**src/rtl/norm_shift_seq_if.sv**
```systemverilog
// Handshake bus for the mantissa normaliser: raw mantissa/exponent request in,
// normalised result plus shift status out.
interface norm_shift_seq_if #(
  parameter int MANT_W = 24,
  parameter int EXP_W  = 8
);
  localparam int CNT_W = $clog2(MANT_W + 1);

  logic              in_valid;
  logic              in_ready;
  logic [MANT_W-1:0] mant_in;
  logic [EXP_W-1:0]  exp_in;
  logic              cout;
  logic              op;

  logic              out_valid;
  logic              out_ready;
  logic [MANT_W-1:0] mant_out;
  logic [EXP_W-1:0]  exp_out;
  logic [CNT_W-1:0]  shift_cnt;
  logic              shift_right;
  logic              zero;
  logic              underflow;
  logic              overflow;

  modport master (
    output in_valid, mant_in, exp_in, cout, op, out_ready,
    input  in_ready, out_valid, mant_out, exp_out, shift_cnt,
           shift_right, zero, underflow, overflow
  );

  modport slave (
    input  in_valid, mant_in, exp_in, cout, op, out_ready,
    output in_ready, out_valid, mant_out, exp_out, shift_cnt,
           shift_right, zero, underflow, overflow
  );
endinterface

```
**src/rtl/norm_shift_seq.sv**
```systemverilog
// Multi-cycle mantissa normaliser: one-step right shift on add carry-out, or
// iterative left shift of up to STEP positions per cycle until the MSB is set.
module norm_shift_seq #(
  parameter int MANT_W = 24,
  parameter int EXP_W  = 8,
  parameter int STEP   = 4
) (
  input  logic             clk,
  input  logic             rst_n,
  norm_shift_seq_if.slave  bus
);
  localparam int CNT_W = $clog2(MANT_W + 1);
  // Common width for min(lz, STEP, exp) so no operand is truncated.
  localparam int SW    = ((EXP_W > CNT_W) ? EXP_W : CNT_W) + 1;

  localparam logic [EXP_W-1:0] EXP_MAX = '1;
  localparam logic [EXP_W-1:0] EXP_OVF = EXP_MAX - EXP_W'(1);

  typedef enum logic [1:0] {IDLE, SHIFT, DONE} state_t;

  state_t            state_q, state_d;
  logic [MANT_W-1:0] mant_q, mant_d;
  logic [EXP_W-1:0]  exp_q, exp_d;
  logic [CNT_W-1:0]  cnt_q, cnt_d;
  logic              sr_q, sr_d;
  logic              zero_q, zero_d;
  logic              uf_q, uf_d;
  logic              of_q, of_d;

  logic [SW-1:0]     s_w;
  logic [EXP_W:0]    exp_inc;
  logic [EXP_W:0]    exp_sub;
  logic [MANT_W-1:0] mant_sh;

  function automatic logic [CNT_W-1:0] lzc(input logic [MANT_W-1:0] m);
    lzc = CNT_W'(MANT_W);
    for (int i = 0; i < MANT_W; i++)
      if (m[i]) lzc = CNT_W'(MANT_W - 1 - i);
  endfunction

  // Per-cycle shift amount: never past the leading one, STEP, or exponent 0.
  always_comb begin
    s_w = SW'(lzc(mant_q));
    if (SW'(STEP) < s_w)  s_w = SW'(STEP);
    if (SW'(exp_q) < s_w) s_w = SW'(exp_q);
  end

  assign exp_inc = {1'b0, bus.exp_in} + (EXP_W+1)'(1);
  assign exp_sub = {1'b0, exp_q} - (EXP_W+1)'(s_w);
  assign mant_sh = mant_q << s_w;

  always_comb begin
    state_d = state_q;
    mant_d  = mant_q;
    exp_d   = exp_q;
    cnt_d   = cnt_q;
    sr_d    = sr_q;
    zero_d  = zero_q;
    uf_d    = uf_q;
    of_d    = of_q;
    case (state_q)
      IDLE: begin
        if (bus.in_valid) begin
          sr_d   = 1'b0;
          zero_d = 1'b0;
          uf_d   = 1'b0;
          of_d   = 1'b0;
          cnt_d  = '0;
          mant_d = bus.mant_in;
          exp_d  = bus.exp_in;
          state_d = DONE;
          if (bus.cout && !bus.op) begin
            sr_d  = 1'b1;
            cnt_d = CNT_W'(1);
            if (bus.exp_in >= EXP_OVF) begin
              mant_d = '0;
              exp_d  = EXP_MAX;
              of_d   = 1'b1;
            end else begin
              mant_d = {1'b1, bus.mant_in[MANT_W-1:1]};
              exp_d  = EXP_W'(exp_inc);
            end
          end else if (bus.mant_in == '0) begin
            exp_d  = '0;
            zero_d = 1'b1;
          end else if (!bus.mant_in[MANT_W-1]) begin
            // Exponent already at 0 cannot absorb any left shift.
            if (bus.exp_in == '0) uf_d = 1'b1;
            else                  state_d = SHIFT;
          end
        end
      end
      SHIFT: begin
        mant_d = mant_sh;
        exp_d  = EXP_W'(exp_sub);
        cnt_d  = cnt_q + CNT_W'(s_w);
        if (mant_sh[MANT_W-1] || exp_sub == '0) begin
          state_d = DONE;
          uf_d    = !mant_sh[MANT_W-1];
        end
      end
      DONE: begin
        if (bus.out_ready) state_d = IDLE;
      end
      default: state_d = IDLE;
    endcase
  end

  always_ff @(posedge clk or negedge rst_n) begin
    if (!rst_n) begin
      state_q <= IDLE;
      mant_q  <= '0;
      exp_q   <= '0;
      cnt_q   <= '0;
      sr_q    <= 1'b0;
      zero_q  <= 1'b0;
      uf_q    <= 1'b0;
      of_q    <= 1'b0;
    end else begin
      state_q <= state_d;
      mant_q  <= mant_d;
      exp_q   <= exp_d;
      cnt_q   <= cnt_d;
      sr_q    <= sr_d;
      zero_q  <= zero_d;
      uf_q    <= uf_d;
      of_q    <= of_d;
    end
  end

  assign bus.in_ready    = (state_q == IDLE);
  assign bus.out_valid   = (state_q == DONE);
  assign bus.mant_out    = mant_q;
  assign bus.exp_out     = exp_q;
  assign bus.shift_cnt   = cnt_q;
  assign bus.shift_right = sr_q;
  assign bus.zero        = zero_q;
  assign bus.underflow   = uf_q;
  assign bus.overflow    = of_q;
endmodule

```
**src/flat_wrapper.sv**
```systemverilog
// flat-port wrapper written by rule: the top's interface ports become plain ports
module norm_shift_seq_flat 
#(
  parameter int MANT_W = 24,
  parameter int EXP_W  = 8,
  parameter int STEP   = 4
)
  (clk, rst_n, bus_in_valid, bus_mant_in, bus_exp_in, bus_cout, bus_op, bus_out_ready, bus_in_ready, bus_out_valid, bus_mant_out, bus_exp_out, bus_shift_cnt, bus_shift_right, bus_zero, bus_underflow, bus_overflow);
  norm_shift_seq_if #(.MANT_W(MANT_W), .EXP_W(EXP_W)) bus_i ();
  input  logic clk;
  input  logic rst_n;
  input wire logic [$bits(bus_i.in_valid)-1:0] bus_in_valid;
  input wire logic [$bits(bus_i.mant_in)-1:0] bus_mant_in;
  input wire logic [$bits(bus_i.exp_in)-1:0] bus_exp_in;
  input wire logic [$bits(bus_i.cout)-1:0] bus_cout;
  input wire logic [$bits(bus_i.op)-1:0] bus_op;
  input wire logic [$bits(bus_i.out_ready)-1:0] bus_out_ready;
  output wire logic [$bits(bus_i.in_ready)-1:0] bus_in_ready;
  output wire logic [$bits(bus_i.out_valid)-1:0] bus_out_valid;
  output wire logic [$bits(bus_i.mant_out)-1:0] bus_mant_out;
  output wire logic [$bits(bus_i.exp_out)-1:0] bus_exp_out;
  output wire logic [$bits(bus_i.shift_cnt)-1:0] bus_shift_cnt;
  output wire logic [$bits(bus_i.shift_right)-1:0] bus_shift_right;
  output wire logic [$bits(bus_i.zero)-1:0] bus_zero;
  output wire logic [$bits(bus_i.underflow)-1:0] bus_underflow;
  output wire logic [$bits(bus_i.overflow)-1:0] bus_overflow;
  assign bus_i.in_valid = bus_in_valid;
  assign bus_i.mant_in = bus_mant_in;
  assign bus_i.exp_in = bus_exp_in;
  assign bus_i.cout = bus_cout;
  assign bus_i.op = bus_op;
  assign bus_i.out_ready = bus_out_ready;
  assign bus_in_ready = bus_i.in_ready;
  assign bus_out_valid = bus_i.out_valid;
  assign bus_mant_out = bus_i.mant_out;
  assign bus_exp_out = bus_i.exp_out;
  assign bus_shift_cnt = bus_i.shift_cnt;
  assign bus_shift_right = bus_i.shift_right;
  assign bus_zero = bus_i.zero;
  assign bus_underflow = bus_i.underflow;
  assign bus_overflow = bus_i.overflow;
  norm_shift_seq #(.MANT_W(MANT_W), .EXP_W(EXP_W), .STEP(STEP)) u_core (.clk(clk), .rst_n(rst_n), .bus(bus_i));
endmodule
```
**config.mk**
```make
export PLATFORM = sky130hd
export DESIGN_NAME = norm_shift_seq_flat
export DESIGN_NICKNAME = d
export VERILOG_FILES = /design/src/rtl/norm_shift_seq_if.sv /design/src/rtl/norm_shift_seq.sv /design/src/flat_wrapper.sv
export SDC_FILE = /design/constraint.sdc
export NUM_CORES = 1
export LEC_CHECK = 0
export CORE_UTILIZATION = 65
export CTS_CLUSTER_DIAMETER = 40
export DETAILED_ROUTE_END_ITERATION = 7
export DONT_BUFFER_PORTS = 1
export PLACE_DENSITY = 0.81
export SLEW_MARGIN = 20
export SYNTH_ARGS = -nofsm -noshare
export SYNTH_HDL_FRONTEND = slang
export SYNTH_SLANG_ARGS = --single-unit
```
**constraint.sdc**
```tcl
create_clock -name clk -period 6.4 [get_ports clk]
set_clock_uncertainty 0.15 [all_clocks]
set_input_delay 1.92 -clock clk [delete_from_list [all_inputs] [get_ports clk]]
set_output_delay 1.92 -clock clk [all_outputs]
set_load 0.05 [all_outputs]
```
* Word-level counts from Yosys, hierarchy flattened
Index checks and enable logic that the tools add are counted.
Storage, ports and cells: bits in registers 43, input bits 38, output and inout port bits 43, logic and storage cells 91
Operators by class: add/sub/neg operators 3, magnitude comparators 3, eq/ne operators 5, shift operators 1, multiplexer cells 58, reductions and logical operators 13
Operators by type and width (count):
- $mux 5 | 25
- $mux 24 | 3
- $pmux 24 s2 | 1
- $mux 8 | 5
- $logic_not 24->1 | 1
- $shl 24x8->24 | 1
- $pmux 8 s2 | 1
- $mux 2 | 7
- $mux 1 | 12
- $pmux 5 s2 | 1
- $logic_not 9->1 | 1
- $sub 8x8->9 | 1
- $add 8x1->8 const B | 1
- $ge 8x8->1 const B | 1
- $logic_not 8->1 | 1
- $lt 8x5->1 | 1
- $pmux 2 s3 | 1
- $reduce_and 3->1 | 2
- $add 5x5->5 | 1
- $lt 3x5->1 const A | 1
- $mux 4 | 1
- $ne 2x2->1 const B | 2
- $reduce_and 2->1 | 2
- $eq 2x1->1 const B | 1
- 8 further kinds | 9

* Logic depth before layout (Yosys ltp)
Gate-level depths: netlist (run 1).
depth in word-level cells 33, depth in mapped cells 20, depth with buffers taken out 19

* Worst setup path before layout (run 1)
Ideal clock, no wire load.
path type register to register, start register u_core.mant_q[21], in the netlist u_core.bus.mant_out[21], end register u_core.uf_q, in the netlist u_core.bus.underflow, setup time 0.080 ns, data arrival time 4.504 ns, required time 6.170 ns, path slack 1.666 ns, cell stages (with the launch flop) 18, path buffers 1, clock period less this slack 4.734 ns, cell sequence dfrtp_1 -> o21ai_0 -> ha_1 -> and4_1 -> a221oi_4 -> mux2i_4 -> clkinv_8 -> buf_6 -> ha_1 -> nor2b_1 -> o21ai_0 -> a21oi_1 -> o21ai_0 -> nor2b_1 -> xnor2_1 -> o2111ai_1 -> a41oi_1 -> a2bb2oi_1
On the way: longest elaborated chain between the ends 12, elaborated cells on any way between the ends 16, classes of those cells add/sub (1); order compare (2); eq/ne (1); shift (1); mux (7); reduce/logical (4)
RTL lines:
- start, declared | RTL line norm_shift_seq.sv:22 | logic [MANT_W-1:0] mant_q, mant_d;
- start signal, assigned | RTL line norm_shift_seq.sv:121 | mant_q <= mant_d;
- $mux 5 (3 in series) | RTL line norm_shift_seq.sv:38 | if (m[i]) lzc = CNT_W'(MANT_W - 1 - i);
- $lt 3x5->1 | RTL line norm_shift_seq.sv:44 | if (SW'(STEP) < s_w) s_w = SW'(STEP);
- $mux 5 | RTL line norm_shift_seq.sv:44
- $lt 8x5->1 | RTL line norm_shift_seq.sv:45 | if (SW'(exp_q) < s_w) s_w = SW'(exp_q);
- $mux 8 | RTL line norm_shift_seq.sv:45
- $sub 8x8->9 | RTL line norm_shift_seq.sv:49 | assign exp_sub = {1'b0, exp_q} - (EXP_W+1)'(s_w);
- $logic_not 9->1 | RTL line norm_shift_seq.sv:97 | if (mant_sh[MANT_W-1] || exp_sub == '0) begin
- $logic_or 1x1->1 | RTL line norm_shift_seq.sv:97
- $ne 2x1->1 (no line)
- $reduce_and 3->1 (no line)
- end signal, assigned | RTL line norm_shift_seq.sv:126 | uf_q <= uf_d;
- end, declared | RTL line norm_shift_seq.sv:27 | logic uf_q, uf_d;
Parallel ways exist; a longest one is shown, timed or not. The select of a mux whose other input is x is not followed. A chain may end at the register's enable or synchronous reset.

* Worst setup path in the final report (run 1)
start register u_core.mant_q[20], in the netlist u_core.bus.mant_out[20], end register u_core.uf_q, in the netlist u_core.bus.underflow
On the way: longest elaborated chain between the ends 13, elaborated cells on any way between the ends 17, classes of those cells add/sub (1); order compare (2); eq/ne (1); shift (1); mux (8); reduce/logical (4)
RTL lines (RTL line):
- $mux 5 (4 in series) | norm_shift_seq.sv:38
- $lt 3x5->1 | norm_shift_seq.sv:44
- $mux 5 | norm_shift_seq.sv:44
- $lt 8x5->1 | norm_shift_seq.sv:45
- $mux 8 | norm_shift_seq.sv:45
- $sub 8x8->9 | norm_shift_seq.sv:49
- $logic_not 9->1 | norm_shift_seq.sv:97
- $logic_or 1x1->1 | norm_shift_seq.sv:97
- $ne 2x1->1 (no line)
- $reduce_and 3->1 (no line)
Parallel ways exist; a longest one is shown, timed or not. The select of a mux whose other input is x is not followed.

==> impl_metrics.yaml, run 1 <==
timing:
  min_period_over_period_pct: 83.6
  hold_viol_final: 0
  whs_ps: 562
  maxSlewHeadroom_pct: 27.8
  setup-violations-final: 0
  rsz0062_at_grt: "false"
  min_period_ps: 5350
  fmax_ghz: 0.187
  worst_pin_slew_ps: 1080
  setup_tns_ps: 0
  slew_violations: 0
critical_path:
  reg2regPathDepth: 17
  cp.depth: 17
  r2r_slack_ps: 1050
  cp_top_family: "compound AO/OA/AOI/OAI gates"
  crit_path_top_delay_cell: "dfrtp_1"
  reg2reg_from: "u_core.bus.mant_out[20]"
  crit_path_end_kind: "register"
  path_class: "register to register"
  slowest_delay_ps: 640
  crit_arrival_ps: 5430
  critPathLaunch: "u_core.bus.mant_out[20]"
  r2r_end: "u_core.bus.underflow"
  cp-endpoint: "u_core.bus.underflow"
  cp.buffers_inverters: 2
  crit_fanout: 29
  critPathLaunchType: "register"
  critPathMostFrequentCell: "o21ai_0"
  worstPathCellList: "o21ai_0, ha_1, and4_1, a221oi_4, mux2i_4, buf_4, clkinv_8, ha_1, nor2b_1, o21ai_0, a21oi_1, o21ai_0, nor2b_1, xnor2_1, o2111ai_1, a41oi_1, a2bb2oi_1"
  worst_ep_required_time_ps: 6480
cts:
  cts_hold_buf: 0
  cts_root_buffer: "clkbuf_8"
  clk_pin_slew_ps: 90
  htreeDepth: 2
  cts_tree: "yes"
  clockBufferDepth: 2
  clk_latency_ps: 310
  clock_sinks: 43
  cts-buffers-inserted: 5
  post_cts_resized: 0
  cts_setup_buffers: 0
finish:
  antenna_cells: 0
  fin_area_um2: 4110
  syn_to_final_growth_pct: 3.47
  layout.nets: 533
  postLayoutCoreUtil_pct: 69.3
  final_layout_size_suffix_gt1_share_pct: 8.16
global_route:
  met2_usage_pct: 56.4
  grt_pass1_wl_mm: 19.1
  grt_remaining_overflow: 0
  grt_use_met1_pct: 56.9
  antenna_found_initial: 0
  grt_pass1_vias: 3629
  met3_usage_pct: 10.2
  grtUsageTotal_pct: 39.4
  grt_busiest_layer: "met1"
  grt_max_degree: 44
floorplanning:
  dieArea_um2: 6420
  die_x_um: 80.1
  die_h_um: 80.1
  row_count: 28
  ios: 81
  start_util_pct: 67.0
  core_um2: 5920
placed_design:
  place_congestion: 0.995
  io_buffers: 0
  place_area_um2: 3990
  dpl.hpwl_mm: 9.04
hold_path:
  min_from: "u_core.state_q[1]"
  hp-class: "register to register"
drt:
  dr.pass1.iters: 8
  vias: 4067
  drtAntennaViolNets: 0
  drcViolationCount: 0
  wire_per_inst_um: 22.3
  viasPerCell: 7.35
  wl_mm: 12.4
  drt_iter0_drc: 659
yosys:
  ys_types: 69
  ys_warn_count: 0
  avgSynthCellArea_um2: 8.11
  ys_ff_latch: 43
  ys.flop_type: "dfrtp_1"
  syn_inst: 489
  synth_edf_count: 0
  yosys.area.top_type: "dfrtp_1"
  synth.area.top_cells: "dfrtp_1 27%, a21oi_1 7.4%, mux2i_1 6.6%"
  async_flop_share_pct: 100
  synth_top_area_share_pct: 27.1
  yosysSeqAreaShare_pct: 27.1
  synth_area_um2: 3970
run_status:
  run_status: "finished, final reports clean"
job:
  maxCapViolations: 0
how the worst min path moves through the flow:
stage / to / depth (start not counted)
finish: u_core.state_q[1] / 2
detailed placement: u_core.state_q[1] / 2
global placement: u_core.state_q[1] / 2
floorplan: u_core.state_q[1] / 2
CTS: u_core.state_q[1] / 2
global route: u_core.state_q[1] / 2
synthesized netlist by cell type, types with 3 or more instances:
| cell type | instances |
|---|---|
| a211o_1 | 3 |
| a211oi_1 | 10 |
| a211oi_2 | 3 |
| a21boi_0 | 3 |
| a21o_1 | 3 |
| a21oi_1 | 59 |
| a222oi_1 | 15 |
| a22o_1 | 3 |
| a22oi_1 | 3 |
| a31oi_1 | 4 |
| buf_2 | 4 |
| buf_6 | 3 |
| clkbuf_1 | 18 |
| dfrtp_1 | 43 |
| ha_1 | 16 |
| inv_1 | 17 |
| mux2_2 | 10 |
| mux2i_1 | 26 |
| nand2_1 | 45 |
| nand2b_1 | 5 |
| nand3_1 | 22 |
| nand4_1 | 6 |
| nor2_1 | 38 |
| nor2b_1 | 5 |
| nor3_1 | 8 |
| nor4_1 | 6 |
| o211ai_1 | 9 |
| o21ai_0 | 30 |
| o21ai_1 | 8 |
| o221ai_1 | 3 |
| o22a_1 | 5 |
| o22ai_1 | 5 |
| o31ai_1 | 4 |
| xnor2_1 | 3 |
layer usage:
metal / wire length, um / share of wire [%]
met5: 0 / 0
met4: 305 / 2.5
met3: 1390 / 11
met2: 5510 / 45
met1: 5150 / 42
kinds of logic (layout without fill, tap and decap cells):
| logic type | count (synthesis) | in the layout | synth area share (%) |
|---|---|---|---|
| AOI/OAI and AO/OA | 189 | 189 | 32.3 |
| DFF | 43 | 43 | 27.1 |
| adders and majority gates | 18 | 18 | 6.05 |
| buffers and inverters | 49 | 37 | 5.65 |
| and+or+nand+nor | 147 | 147 | 17.8 |
| other | 1 | 2 | 0.0945 |
| xor gates and xnor gates | 5 | 5 | 1.10 |
| muxes | 37 | 37 | 9.97 |
final cells by class:
class                      count  area (um2)
sequential                    43        1080
clock inverter                 3        43.8
clock buffer                   5        68.8
timing repair buffer           7        52.6
fill                         513        1820
inverter                      22        95.1
multi-input combinational    398        2680
tap                           75        93.8
sequential cells by signal (all words and copies together), names as in the netlist:
signal and count:
u_core.bus.exp_out 8, u_core.bus.underflow 1, u_core.bus.overflow 1, u_core.bus.shift_cnt 5
u_core.state_q 2, u_core.bus.zero 1, u_core.bus.shift_right 1, u_core.bus.mant_out 24
cell usage in the layout, fill, tap and decap left out, drive strengths merged, types with 6 or more instances in the layout:
cell type	instances
inv	19
buf	7
nand4	6
mux2i	27
dfrtp	43
mux2	10
a211oi	13
ha	16
nor4	7
o21ai	39
nor3	8
a222oi	15
a21oi	60
nand2	46
nor2	38
o211ai	9
nand3	22
stage by stage:
stage | cells | setup WS, ps
after floorplan | 490 | 1670
after global placement | 545 | 1280
after detailed placement | 545 | 1130
after CTS | 553 | 1090
after global routing | 553 | 703
final | 553 | 1050
worst reg2reg max path: stages (launching register included):
cell       delay, ps
dfrtp_1          640
o21ai_0          510
ha_1             350
and4_1           240
a221oi_4         450
mux2i_4          300
buf_4            400
clkinv_8         190
ha_1             310
nor2b_1          120
o21ai_0          240
a21oi_1          120
o21ai_0          250
nor2b_1          290
xnor2_1          150
o2111ai_1        180
a41oi_1          250
a2bb2oi_1        170
Power of run 1 is not shown: default switching activity piles up to over one toggle a cycle in this logic, so the estimate is an artifact.
==> inputs of run 2 (changes only) <==
==> constraint.sdc (replaced) <==
create_clock -name clk -period 5.5 [get_ports clk]
set_clock_uncertainty 0.15 [all_clocks]
set_input_delay 1.65 -clock clk [delete_from_list [all_inputs] [get_ports clk]]
set_output_delay 1.65 -clock clk [all_outputs]
set_load 0.05 [all_outputs]
==> run 2 against run 1 <==
Against the previous run:
- first-iteration DRC count rose by 4.2%
- register-to-register slack lost 680 ps
- flip-flop and latch count did not move
- via count is 3.9% higher
- final area grew 0.30%
- critical path depth is 1 lower
- die area unchanged
- utilization grew 0.21 points
- sequential share of layout area decreased by 0.080 points
- final cell count increased by 0.90%
- critical path type unchanged
==> impl_metrics.yaml, run 2 (synthesis gave the netlist of run 1 again) <==
drt:
  viasPerCell: 7.57
  wl_mm: 12.5
  vias: 4226
  wire_per_inst_um: 22.4
  drcViolationCount: 0
  drt_iter0_drc: 687
  drtAntennaViolNets: 0
  dr.pass1.iters: 7
placed_design:
  dpl.hpwl_mm: 9.08
  place_congestion: 0.978
  io_buffers: 0
  place_area_um2: 4050
cts:
  clockBufferDepth: 2
  clock_sinks: 43
  htreeDepth: 2
  cts_root_buffer: "clkbuf_8"
  clk_latency_ps: 300
  cts_setup_buffers: 0
  cts-buffers-inserted: 5
  post_cts_resized: 0
  cts_hold_buf: 0
  cts_tree: "yes"
  clk_pin_slew_ps: 80
finish:
  syn_to_final_growth_pct: 3.78
  final_layout_size_suffix_gt1_share_pct: 8.90
  layout.nets: 540
  fill_cells: 504
  antenna_cells: 0
  multi_input_comb_area_um2: 2680
  largest_register_ffs: 24
  layout_commonest_cell: "a21oi_1"
  ff_latch_area_um2: 1080
  most-common-layout-cells: "59 x a21oi_1, 45 x nand2_1, 43 x dfrtp_1"
  fin_area_um2: 4120
timing:
  setup_tns_ps: 0
  slew_violations: 0
  min_period_ps: 5130
  rsz0062_at_grt: "false"
  hold_viol_final: 0
  maxSlewHeadroom_pct: 25.6
  setup-violations-final: 0
  worst_pin_slew_ps: 1110
  min_period_over_period_pct: 93.2
  fmax_ghz: 0.195
global_route:
  grtUsageTotal_pct: 39.8
  grt_pass1_vias: 3703
  grt_max_degree: 44
  grt_pass1_wl_mm: 19.3
  grt_remaining_overflow: 0
  antenna_found_initial: 0
floorplanning:
  ios: 81
  die_h_um: 80.1
  start_util_pct: 67.0
  die_x_um: 80.1
  core_um2: 5920
  row_count: 28
  dieArea_um2: 6420
critical_path:
  crit_arrival_ps: 5200
  crit_fanout: 19
  cp_top_family: "compound AO/OA/AOI/OAI gates"
  reg2reg_from: "u_core.bus.mant_out[21]"
  crit_path_top_delay_cell: "dfrtp_1"
  critPathLaunchType: "register"
  critPathLaunch: "u_core.bus.mant_out[21]"
  critPathMostFrequentCell: "o21ai_0"
  worstPathCellList: "o21ai_0, ha_1, and4_1, a221oi_4, mux2i_4, clkinv_8, ha_1, nor2b_1, o21ai_0, a21oi_1, o21ai_0, nor2b_1, xnor2_1, o2111ai_1, a41oi_1, a2bb2oi_1"
  path_class: "register to register"
  slowest_delay_ps: 630
  worst_ep_required_time_ps: 5570
  crit_path_end_kind: "register"
  cp.buffers_inverters: 1
run_status:
  run_status: "finished, final reports clean"
hold_path:
  min_from: "u_core.state_q[1]"
  hp-class: "register to register"
job:
  maxCapViolations: 0
## run 2: cell types whose count changed in the layout (fill, tap and decap cells not counted)
cell and change:
clkinv_2 -1, clkbuf_1 +1, bufinv_16 -1, clkinv_4 -1, buf_4 +7
## run 2: cell type report
cell class / count / share of cell area, %
Inverter: 22 / 2.31
Multi-Input combinational cell: 398 / 65.0
Clock buffer: 6 / 1.76
Tap cell: 75 / 2.28
Timing Repair Buffer: 14 / 2.55
Sequential cell: 43 / 26.1
## run 2: final timing paths
kind                                           end  slack [ps]  cells past startpoint
setup / recovery              u_core.bus.underflow         370                     16
hold / removal                   u_core.state_q[1]         560                      2
setup reg to reg              u_core.bus.underflow         370                     16
hold reg to reg                  u_core.state_q[1]         560                      2
max in group asynchronous    u_core.bus.exp_out[2]        4230                      0
min in group asynchronous  u_core.bus.mant_out[15]         890                      0
## run 2: worst min-delay path: cells and delay by family, from the launching register on
family	cells	cell delay [ps]
DFF	1	440
AOI/OAI and AO/OA	1	160
and+or+nand+nor	1	70
## run 2: per-layer routing
| metal | wire (um) | part of all wire (%) | track usage, % | up-vias |
|---|---|---|---|---|
| met5 | 0 | 0 | 0 | - |
| met4 | 344 | 2.8 | 12.9 | 0 |
| met3 | 1580 | 13 | 9.20 | 46 |
| met2 | 5630 | 45 | 59.1 | 327 |
| met1 | 4940 | 40 | 56.7 | 1992 |
| li1 | - | - | - | 1861 |
## run 2: per-stage QoR
| stage | std cells | utilization (%) | setup WS, ps | hold WS (ps) |
|---|---|---|---|---|
| 2_1_floorplan | 490 | - | 766 | 490 |
| 3_3_place_gp | 552 | 68.3 | 721 | 524 |
| 3_5_place_dp | 552 | 68.3 | 482 | 542 |
| 4_1_cts | 558 | 69.5 | 416 | 553 |
| 5_1_grt | 558 | 69.5 | 96.7 | 612 |
| 6_report | 558 | 69.5 | 374 | 557 |
Power of run 2 is left out for the same reason.
